File: src/rtl/dp_ram_be.sv
// True dual-port RAM with per-byte write enables, same-cycle write-to-read
// forwarding across ports, and a 1- or 2-stage registered read pipeline.
module dp_ram_be #(
  parameter int DPRAM_AW = 4,
  parameter int DPRAM_DW = 32,
  parameter int RD_LAT   = 1,
  parameter int WR_PRIO  = 0
) (
  input  logic                  clk,
  input  logic                  rst_n,
  input  logic                  cyc_a_i,
  input  logic                  we_a_i,
  input  logic [DPRAM_DW/8-1:0] be_a_i,
  input  logic [DPRAM_AW-1:0]   adr_a_i,
  input  logic [DPRAM_DW-1:0]   dat_a_i,
  output logic [DPRAM_DW-1:0]   dat_a_o,
  output logic                  vld_a_o,
  input  logic                  cyc_b_i,
  input  logic                  we_b_i,
  input  logic [DPRAM_DW/8-1:0] be_b_i,
  input  logic [DPRAM_AW-1:0]   adr_b_i,
  input  logic [DPRAM_DW-1:0]   dat_b_i,
  output logic [DPRAM_DW-1:0]   dat_b_o,
  output logic                  vld_b_o
);

  localparam int NB    = DPRAM_DW / 8;
  localparam int DEPTH = 2 ** DPRAM_AW;

  // Contents survive reset; zero only at elaboration.
  logic [DPRAM_DW-1:0] mem [DEPTH] = '{default: '0};

  logic                wr_a, wr_b, rd_a, rd_b, same_adr;
  logic [NB-1:0]       keep_a, keep_b;
  logic [DPRAM_DW-1:0] fwd_a, fwd_b;

  always_comb begin
    wr_a     = rst_n & cyc_a_i & we_a_i & (|be_a_i);
    wr_b     = rst_n & cyc_b_i & we_b_i & (|be_b_i);
    rd_a     = rst_n & cyc_a_i & ~we_a_i;
    rd_b     = rst_n & cyc_b_i & ~we_b_i;
    same_adr = (adr_a_i == adr_b_i);
    keep_a   = wr_a ? be_a_i : '0;
    keep_b   = wr_b ? be_b_i : '0;
    // Overlapping bytes of a same-address double write go to the priority port.
    if (wr_a && wr_b && same_adr) begin
      if (WR_PRIO == 0) keep_b = be_b_i & ~be_a_i;
      else              keep_a = be_a_i & ~be_b_i;
    end
    fwd_a = mem[adr_a_i];
    fwd_b = mem[adr_b_i];
    for (int k = 0; k < NB; k++) begin
      if (wr_b && same_adr && be_b_i[k]) fwd_a[8*k +: 8] = dat_b_i[8*k +: 8];
      if (wr_a && same_adr && be_a_i[k]) fwd_b[8*k +: 8] = dat_a_i[8*k +: 8];
    end
  end

  always_ff @(posedge clk) begin
    for (int k = 0; k < NB; k++) begin
      if (keep_a[k]) mem[adr_a_i][8*k +: 8] <= dat_a_i[8*k +: 8];
      if (keep_b[k]) mem[adr_b_i][8*k +: 8] <= dat_b_i[8*k +: 8];
    end
  end

  // vld_*_o is a one-cycle strobe with no backpressure; data registers only
  // load on a valid stage so the outputs hold the last read between strobes.
  logic                v1_a, v1_b;
  logic [DPRAM_DW-1:0] d1_a, d1_b;

  always_ff @(posedge clk or negedge rst_n) begin
    if (!rst_n) begin
      v1_a <= 1'b0;
      v1_b <= 1'b0;
      d1_a <= '0;
      d1_b <= '0;
    end else begin
      v1_a <= rd_a;
      v1_b <= rd_b;
      if (rd_a) d1_a <= fwd_a;
      if (rd_b) d1_b <= fwd_b;
    end
  end

  generate
    if (RD_LAT == 2) begin : g_lat2
      logic                v2_a, v2_b;
      logic [DPRAM_DW-1:0] d2_a, d2_b;

      always_ff @(posedge clk or negedge rst_n) begin
        if (!rst_n) begin
          v2_a <= 1'b0;
          v2_b <= 1'b0;
          d2_a <= '0;
          d2_b <= '0;
        end else begin
          v2_a <= v1_a;
          v2_b <= v1_b;
          if (v1_a) d2_a <= d1_a;
          if (v1_b) d2_b <= d1_b;
        end
      end

      assign vld_a_o = v2_a;
      assign vld_b_o = v2_b;
      assign dat_a_o = d2_a;
      assign dat_b_o = d2_b;
    end else begin : g_lat1
      assign vld_a_o = v1_a;
      assign vld_b_o = v1_b;
      assign dat_a_o = d1_a;
      assign dat_b_o = d1_b;
    end
  endgenerate

endmodule

File: config.mk
export PLATFORM = sky130hd
export DESIGN_NAME = dp_ram_be
export DESIGN_NICKNAME = d
export VERILOG_FILES = /design/src/rtl/dp_ram_be.sv
export SDC_FILE = /design/constraint.sdc
export NUM_CORES = 1
export LEC_CHECK = 0
export BUFFER_PORTS_ARGS = -buffer_cell sky130_fd_sc_hd__buf_2
export CAP_MARGIN = 20
export CORE_UTILIZATION = 60
export DETAILED_ROUTE_END_ITERATION = 12
export HOLD_SLACK_MARGIN = 0.06
export PLACE_DENSITY = 0.78
export SYNTH_ARGS = -nofsm -noshare
export SYNTH_HDL_FRONTEND = slang
export SYNTH_SLANG_ARGS = --single-unit
File: constraint.sdc
create_clock -name clk -period 2.2 [get_ports clk]
set_input_delay 0.44 -clock clk [delete_from_list [all_inputs] [get_ports clk]]
set_output_delay 0.44 -clock clk [all_outputs]
set_load 0.03 [all_outputs]
Word level (Yosys, flattened, before mapping):

Memories as Yosys holds them, arrays and structs flattened. A register that Yosys moved wholly into a read port is not among the register bits.
Cells that the tools add are included.

* shift operators: 0
* magnitude comparators: 0
* div/mod/pow operators: 0
* multiplexer cells: 19
* equal/unequal tests: 1
* add/sub/neg operators: 0
* bitwise operators: 12
* $mul: 0
* reductions and logical operators: 6

Operators by type and width (count)
* two-way mux 1 bit: 16
* two-way mux 4 bit: 3
* bitwise AND 1 bit: 8
* OR reduction 4 bit: 2
* bitwise AND 4 bit: 1
* equality test 4 bit: 1
* NOT 4 bit: 1
* logical AND 1 bit: 2
* logical NOT 1 bit: 2
* NOT 1 bit: 2

* bits in writable memories: 512
* bits in registers: 2
* bits in latches: 0
* memories: 1
* memory bits (read-only): 0

Memories
* mem: words 16, width 32, rd ports 2, clocked after Yosys merged registers in 2, write ports 2, RTL line 31 `logic [DPRAM_DW-1:0] mem [DEPTH] = '{default: '0};`

Depth between registers and ports, before layout:

Gate-level depths: netlist of the first run.

* depth after elaboration: 8
* depth in mapped cells: 8

Worst setup path after synthesis of the first run:

No wires, ideal clock.

* path kind: input-to-reg
* from: input port adr_a_i[1]
* to: memory mem[6][0], enable pin
* stages on the path: 6
* slack: -0.428 ns
* buffers on the path: 3
* arrival: 2.244 ns
* cell sequence: buf_2 -> buf_1 -> buf_1 -> nor2b_1 -> nand2_1 -> o21ai_0

RTL lines
* start, declared: RTL line 14 `input logic [DPRAM_AW-1:0] adr_a_i,`
* end, declared: RTL line 31

Final worst setup path of the first run:

* from: input port rst_n
* to: register d1_a[7], in the netlist dat_a_o[7] (read register of mem)

* longest elaborated chain between the ends: 2

RTL lines
* start, declared: RTL line 10 `input logic rst_n,`
* bitwise AND 1 bit (2 in a row): RTL line 40 `rd_a = rst_n & cyc_a_i & ~we_a_i;`
* end, declared: RTL line 68 `logic [DPRAM_DW-1:0] d1_a, d1_b;`

Every way passes these cells.

==> results.ini, run 1 <==
[run_status]
status=finished, final reports clean

[clocking]
cts_inserted_buffers=60
clockBufferDepth=3
numClockSinks=578
cts-root-buf=clkbuf_16
clkLatencyLatePin_ns=0.63
h-tree-depth=2
cts_tree=done
post_cts_buffers=0
clkSlewWorstSetupHoldPaths_ns=0.06

[synth]
synth_top_family_by_area=multiplexers
synthMuxAreaShare=0.337
synth_xor_area_frac=0.00102
yosys_register_bits=578
syn_inst=2206
synth_fp_nets=2292
async_flop_share=0.114
synth_warnings=0
synthSimpleGateAreaFrac=0.0374
ys_types=46
synth_compound_area_frac=0.0974
synth_edf_count=512
synthAdderAreaFrac=0
syn_area_per_cell_um2=15.5
synth_area_mm2=0.0342
ys_seq_area_frac=0.498
synth-main-ff-cell=edfxtp_1

[finish]
syn_to_final_growth_pct=23.8
nets=2626
multiInputGateArea_mm2=0.0170
antenna_cells=0
final-seq-area_mm2=0.0170
layout_common_cells=mux2_2, edfxtp_1, mux4_2
nFillCells=3412
drive_gt1_frac=0.589
design_area_mm2=0.0423

[place]
gp_congestion=0.963
dpl.hpwl_um=74600
pre_cts_ws_ns=-0.393
placed_area_mm2=0.0401
io_buffers=151

[worst_setup_path]
end_kind=flip-flop
critical_path_arrival_ns=2.63
crit_type=input pin to flip-flop
worst_setup_path_start_kind=input pin
crit_fanout=19
crit_required_ns=2.73

[floorplan]
die_w_um=241
ios=152
core_mm2=0.0564
die_y_um=241
start_util=0.606
rows=87
dieArea_mm2=0.0579

[timing]
fmax_ghz=0.476
fin_skew_ns=0.0147
final_hold_viol_count=0
finalSetupViolCount=0
slew-limit-headroom=0.436
drv_slew=0
finalWorstSetupSlack_ns=0.101
fin_crit_sh=0.954
tightestPinTransition_ns=0.846
rsz0062_at_grt=no
period_needed_ns=2.10

[global_routing]
antenna_found_initial=1
grt_pass1_wl_um=164000
grt_max_degree=65
grt_pass1_vias=25008
gr-usage-all-layers=0.396
grt-ovfl-total=0

[routing]
routedWlPerCell_um=33.7
drt-pass1-iter-count=5
drtIter0Drc=3317
drc=0
highest_layer=met5
dr_total_vias=24502
wl_met3_um=14000
routed_via_density=7.32
wl_met2_um=51900
wl_met1_um=40200
totalWireLength_um=113000
drtAntennaViolNets=0

[run]
cap_violations=0

[pwr]
ir_drop_mv=0.641
cellPowerDensity_mw_per_mm2=657
power_leakage_uw=0.0143
p_total_uw=27800

[hold_path]
hp-class=input pin to flip-flop

power breakdown:
part / switching (uW) / internal [uW] / total, uW
Combinational: 2390 / 1710 / 4100
Sequential: 176 / 12200 / 12400
Clock: 4390 / 6880 / 11300
critical path: stages:
cell,delay [ns]
buf_4,0.14
buf_4,0.18
dlygate4sd3_1,0.62
buf_6,0.20
and4_1,0.25
nor3b_1,0.23
nand3_1,0.11
buf_4,0.21
o221ai_1,0.23
kinds of logic (layout without fill, tap and decap cells):
logic type | Yosys count | in the layout
AO/OA/AOI/OAI | 362 | 362
XOR/XNOR | 4 | 4
multiplexers | 768 | 768
flip-flops | 578 | 578
AND/OR/NAND/NOR | 255 | 255
buffers and inverters | 239 | 622
repair_timing:
item	CTS	global route
endpoints found under the setup margin	0	2
hold buffers	1	0
endpoints found under the hold margin	17	0
resized for setup	0	1
routing by layer:
metal,GRT usage,vias to the layer above
met4,0.212,2
met3,0.105,383
met5,0,-
met1,0.519,12409
met2,0.607,1835
li1,-,9873
cell usage after synthesis (4+ instances only):
cell	instances	share of area
edfxtp_1	512	0.45
mux2_2	512	0.17
mux4_2	256	0.17
clkbuf_1	154	0.017
nand2_1	99	0.011
a22o_1	80	0.020
o22ai_1	70	0.013
dfrtp_1	66	0.048
a22oi_1	48	0.011
buf_2	45	0.0066
nor2_1	45	0.0049
a31oi_2	44	0.016
nand3_1	41	0.0060
a31oi_1	32	0.0059
and2_1	29	0.0053
a221o_1	24	0.0070
o21ai_0	20	0.0029
buf_1	19	0.0021
o311ai_4	18	0.014
inv_1	10	0.0011
buf_4	8	0.0018
o221ai_1	8	0.0020
nor2b_1	7	0.0013
and4_1	6	0.0015
o21bai_1	6	0.0013
and4bb_2	5	0.0018
nor4_1	4	0.00073
xnor2_1	4	0.0010
per-stage QoR:
step	utilization	instances	hold slack, ns	TNS (ns)
after floorplan	-	2206	0.144	-66.56
after global placement	0.712	3233	0.466	-216.56
after detailed placement	0.712	3233	0.473	-233.29
after CTS	0.751	3345	0.195	0
after global routing	0.751	3345	0.237	0
final	0.751	3345	0.218	0
cell type report:
class / instances / area share
sequential: 578 / 0.402
multi-input combinational: 1389 / 0.402
timing repair buffer: 498 / 0.120
inverter: 13 / 0.00115
clock buffer: 73 / 0.0386
clock inverter: 38 / 0.0129
tap: 756 / 0.0223
state kept, by name (all words and copies together), names as in the netlist:
name	flops
dat_a_o	32
dat_b_o	32
mem	512
vld_a_o	1
vld_b_o	1
worst paths after layout:
path                              from     endpoint  slack [ns]  depth (start not counted)
max in group asynchronous        rst_n  dat_b_o[28]        1.31                          4
min                        dat_a_i[10]  dat_b_o[10]        0.22                          3
max reg2reg                mem[15][22]  dat_a_o[22]        0.43                          4
min reg2reg                 dat_a_o[5]   dat_a_o[5]        0.49                          2
min in group asynchronous        rst_n      vld_a_o        0.26                          3
max                              rst_n   dat_a_o[7]        0.10                          9
Note: power is estimated with default switching activity, not from simulation.
==> inputs of run 2 (changes only) <==
--- a/config.mk
+++ b/config.mk
@@ -7,10 +7,10 @@
 export LEC_CHECK = 0
 export BUFFER_PORTS_ARGS = -buffer_cell sky130_fd_sc_hd__buf_2
 export CAP_MARGIN = 20
-export CORE_UTILIZATION = 60
+export CORE_UTILIZATION = 50
 export DETAILED_ROUTE_END_ITERATION = 12
 export HOLD_SLACK_MARGIN = 0.06
-export PLACE_DENSITY = 0.78
+export PLACE_DENSITY = 0.67
 export SYNTH_ARGS = -nofsm -noshare
 export SYNTH_HDL_FRONTEND = slang
 export SYNTH_SLANG_ARGS = --single-unit
==> run 2 against run 1 <==
- critical path depth fell by 2
- via count shrank 1.6%
- clock skew grew 0.0062 ns
- sequential cell count did not move
- final area is 0.55% higher
- combinational power about the same
- sequential share of layout area down 0.22 points
- clock power shrank 5%
- worst setup slack gained 0.050 ns
- hold slack improved by 0.0075 ns
- highest routed layer is now met4
==> results.ini, run 2 (synthesized netlist as in run 1, its figures left out) <==
[routing]
drtIter0Drc=2755  ; -17%
routedWlPerCell_um=33.7  ; about the same
totalWireLength_um=117000  ; +3.5%
drt-pass1-iter-count=5  ; unchanged
drc=0  ; unchanged
drtAntennaViolNets=0  ; unchanged
routed_via_density=6.97  ; -4.8%
dr_total_vias=24120  ; -1.6%

[clocking]
cts_resized=0  ; unchanged
numClockSinks=578  ; unchanged
post_cts_buffers=0  ; unchanged
cts_inserted_buffers=61  ; +1.7%
clockBufferDepth=3  ; unchanged
clkLatencyLatePin_ns=0.64  ; about the same
h-tree-depth=2  ; unchanged
clkSlewWorstSetupHoldPaths_ns=0.06  ; about the same
cts-root-buf=clkbuf_16
cts_tree=done

[place]
dpl.hpwl_um=78500  ; +5.1%
io_buffers=151  ; unchanged
gp_congestion=0.952  ; -1.1%
placed_area_mm2=0.0405  ; +0.86%
pre_cts_ws_ns=-0.469  ; -0.0758 ns

[worst_setup_path]
path_cells=buf_2, xnor2_2, nand4_4, buf_4, o31ai_4, o22ai_2, buf_4
cpMostUsedCell=buf_4
crit_type=input pin to flip-flop
crit_required_ns=2.60  ; -0.13 ns
timing.reg2reg.setup_slack_ns=0.38  ; -0.05 ns
end_kind=flip-flop
critical_path_arrival_ns=2.45  ; -0.18 ns
worst_setup_path_start_kind=input pin
crit_fanout=15  ; -4
slowest_delay_ns=0.66  ; +0.04 ns
slowest_stage=o31ai_4

[finish]
largest_register=mem
largest_register_ffs=512  ; unchanged
antenna_cells=0  ; unchanged
drive_gt1_frac=0.585  ; -0.00357
design_area_mm2=0.0426  ; +0.55%
final_util=0.631  ; -0.119
layout_common_cells=mux2_2, edfxtp_1, mux4_2
nets=2621  ; -0.19%
syn_to_final_growth_pct=24.5

[timing]
finalSetupViolCount=0  ; unchanged
drv_slew=0  ; unchanged
fmax_ghz=0.488  ; +2.5%
tightestPinTransition_ns=0.975  ; +0.129 ns
fin_skew_ns=0.0208  ; +0.00619 ns
rsz0062_at_grt=no
finalWorstSetupSlack_ns=0.151  ; +0.0503 ns
period_needed_ns=2.05  ; -0.0503 ns
final_hold_viol_count=0  ; unchanged
slew-limit-headroom=0.350  ; -0.0863
fin_crit_sh=0.931  ; -0.0228

[pwr]
cellPowerDensity_mw_per_mm2=641  ; -2.4%
power_leakage_uw=0.0143  ; -0.24%
clockPowerShare=0.393  ; -0.012
p_switching_uw=7010  ; +0.87%
power_frac_seq=0.455  ; +0.008
ir_drop_mv=0.598  ; -6.7%
p_total_uw=27300  ; -1.9%
p_int_uw=20300  ; -2.8%
switching_share=0.257  ; +0.00702
p_comb_frac=0.152  ; +0.005

[global_routing]
grt-ovfl-total=0  ; unchanged
grt_pass1_wl_um=169000  ; +3.6%
gr-usage-all-layers=0.336  ; -0.0593
grt_pass1_vias=24825  ; -0.73%
grt_max_degree=65  ; unchanged
antenna_found_initial=0  ; -1

[run_status]
status=finished, final reports clean

[hold_path]
hp-class=input pin to flip-flop

[run]
cap_violations=0  ; unchanged

[floorplan]
rows=95  ; +9.2%
start_util=0.507  ; -0.0990
die_y_um=263  ; +9.5%
core_mm2=0.0674  ; +20%
die_w_um=263  ; +9.5%
ios=152  ; unchanged
dieArea_mm2=0.0694  ; +20%

[run 2: what timing repair did]
action,CTS,global route
hold buffers,2,0
hold endpoints to repair,11,0
setup endpoints to repair,0,0
[run 2: metal layers]
metal	wire length [um]	GRT usage
met1	44300	0.450
met2	54900	0.527
met3	11500	0.0698
met4	6000	0.159
met5	0	0
[run 2: layout make-up]
type                       instances  area (um^2)
sequential                       578        17000
inverter                          13         48.8
clock buffer                      80         1690
clock inverter                    34          370
tap                              873         1090
multi-input combinational       1389        17000
timing repair buffer             492         5300
fill                            4777        24800
[run 2: worst paths after layout]
| check | startpoint | endpoint | depth (start not counted) |
|---|---|---|---|
| min in group asynchronous | rst_n | vld_a_o | 3 |
| max in group asynchronous | rst_n | dat_a_o[30] | 4 |
| worst max register to register | mem[13][21] | dat_a_o[21] | 4 |
| worst max-delay path | adr_b_i[2] | mem[13][22] | 7 |
| worst min register to register | dat_a_o[3] | dat_a_o[3] | 2 |
| worst min-delay path | dat_a_i[6] | dat_b_o[6] | 3 |
[run 2: power by group through the flow]
stage	clock network (uW)	registers (uW)	logic, uW
final	10700	12400	4130
after global routing	11200	12400	4320
after CTS	10800	12400	4100
after detailed placement	0	12600	4080
after global placement	0	12600	4000
after floorplan	0	13100	2140
[run 2: per-stage QoR]
stage	TNS, ns	std cells	hold WS [ns]
after detailed placement	-272.04	3343	0.382
final	0	3459	0.226
after global routing	0	3459	0.230
after CTS	0	3459	0.192
after global placement	-268.06	3343	0.372
after floorplan	-66.56	2206	0.144
[run 2: worst max-delay path: cells and delay by family]
family	cells	cell delay, ns
XOR/XNOR	1	0.31
AO/OA/AOI/OAI	2	0.89
buffers and inverters	3	0.63
AND/OR/NAND/NOR	1	0.17
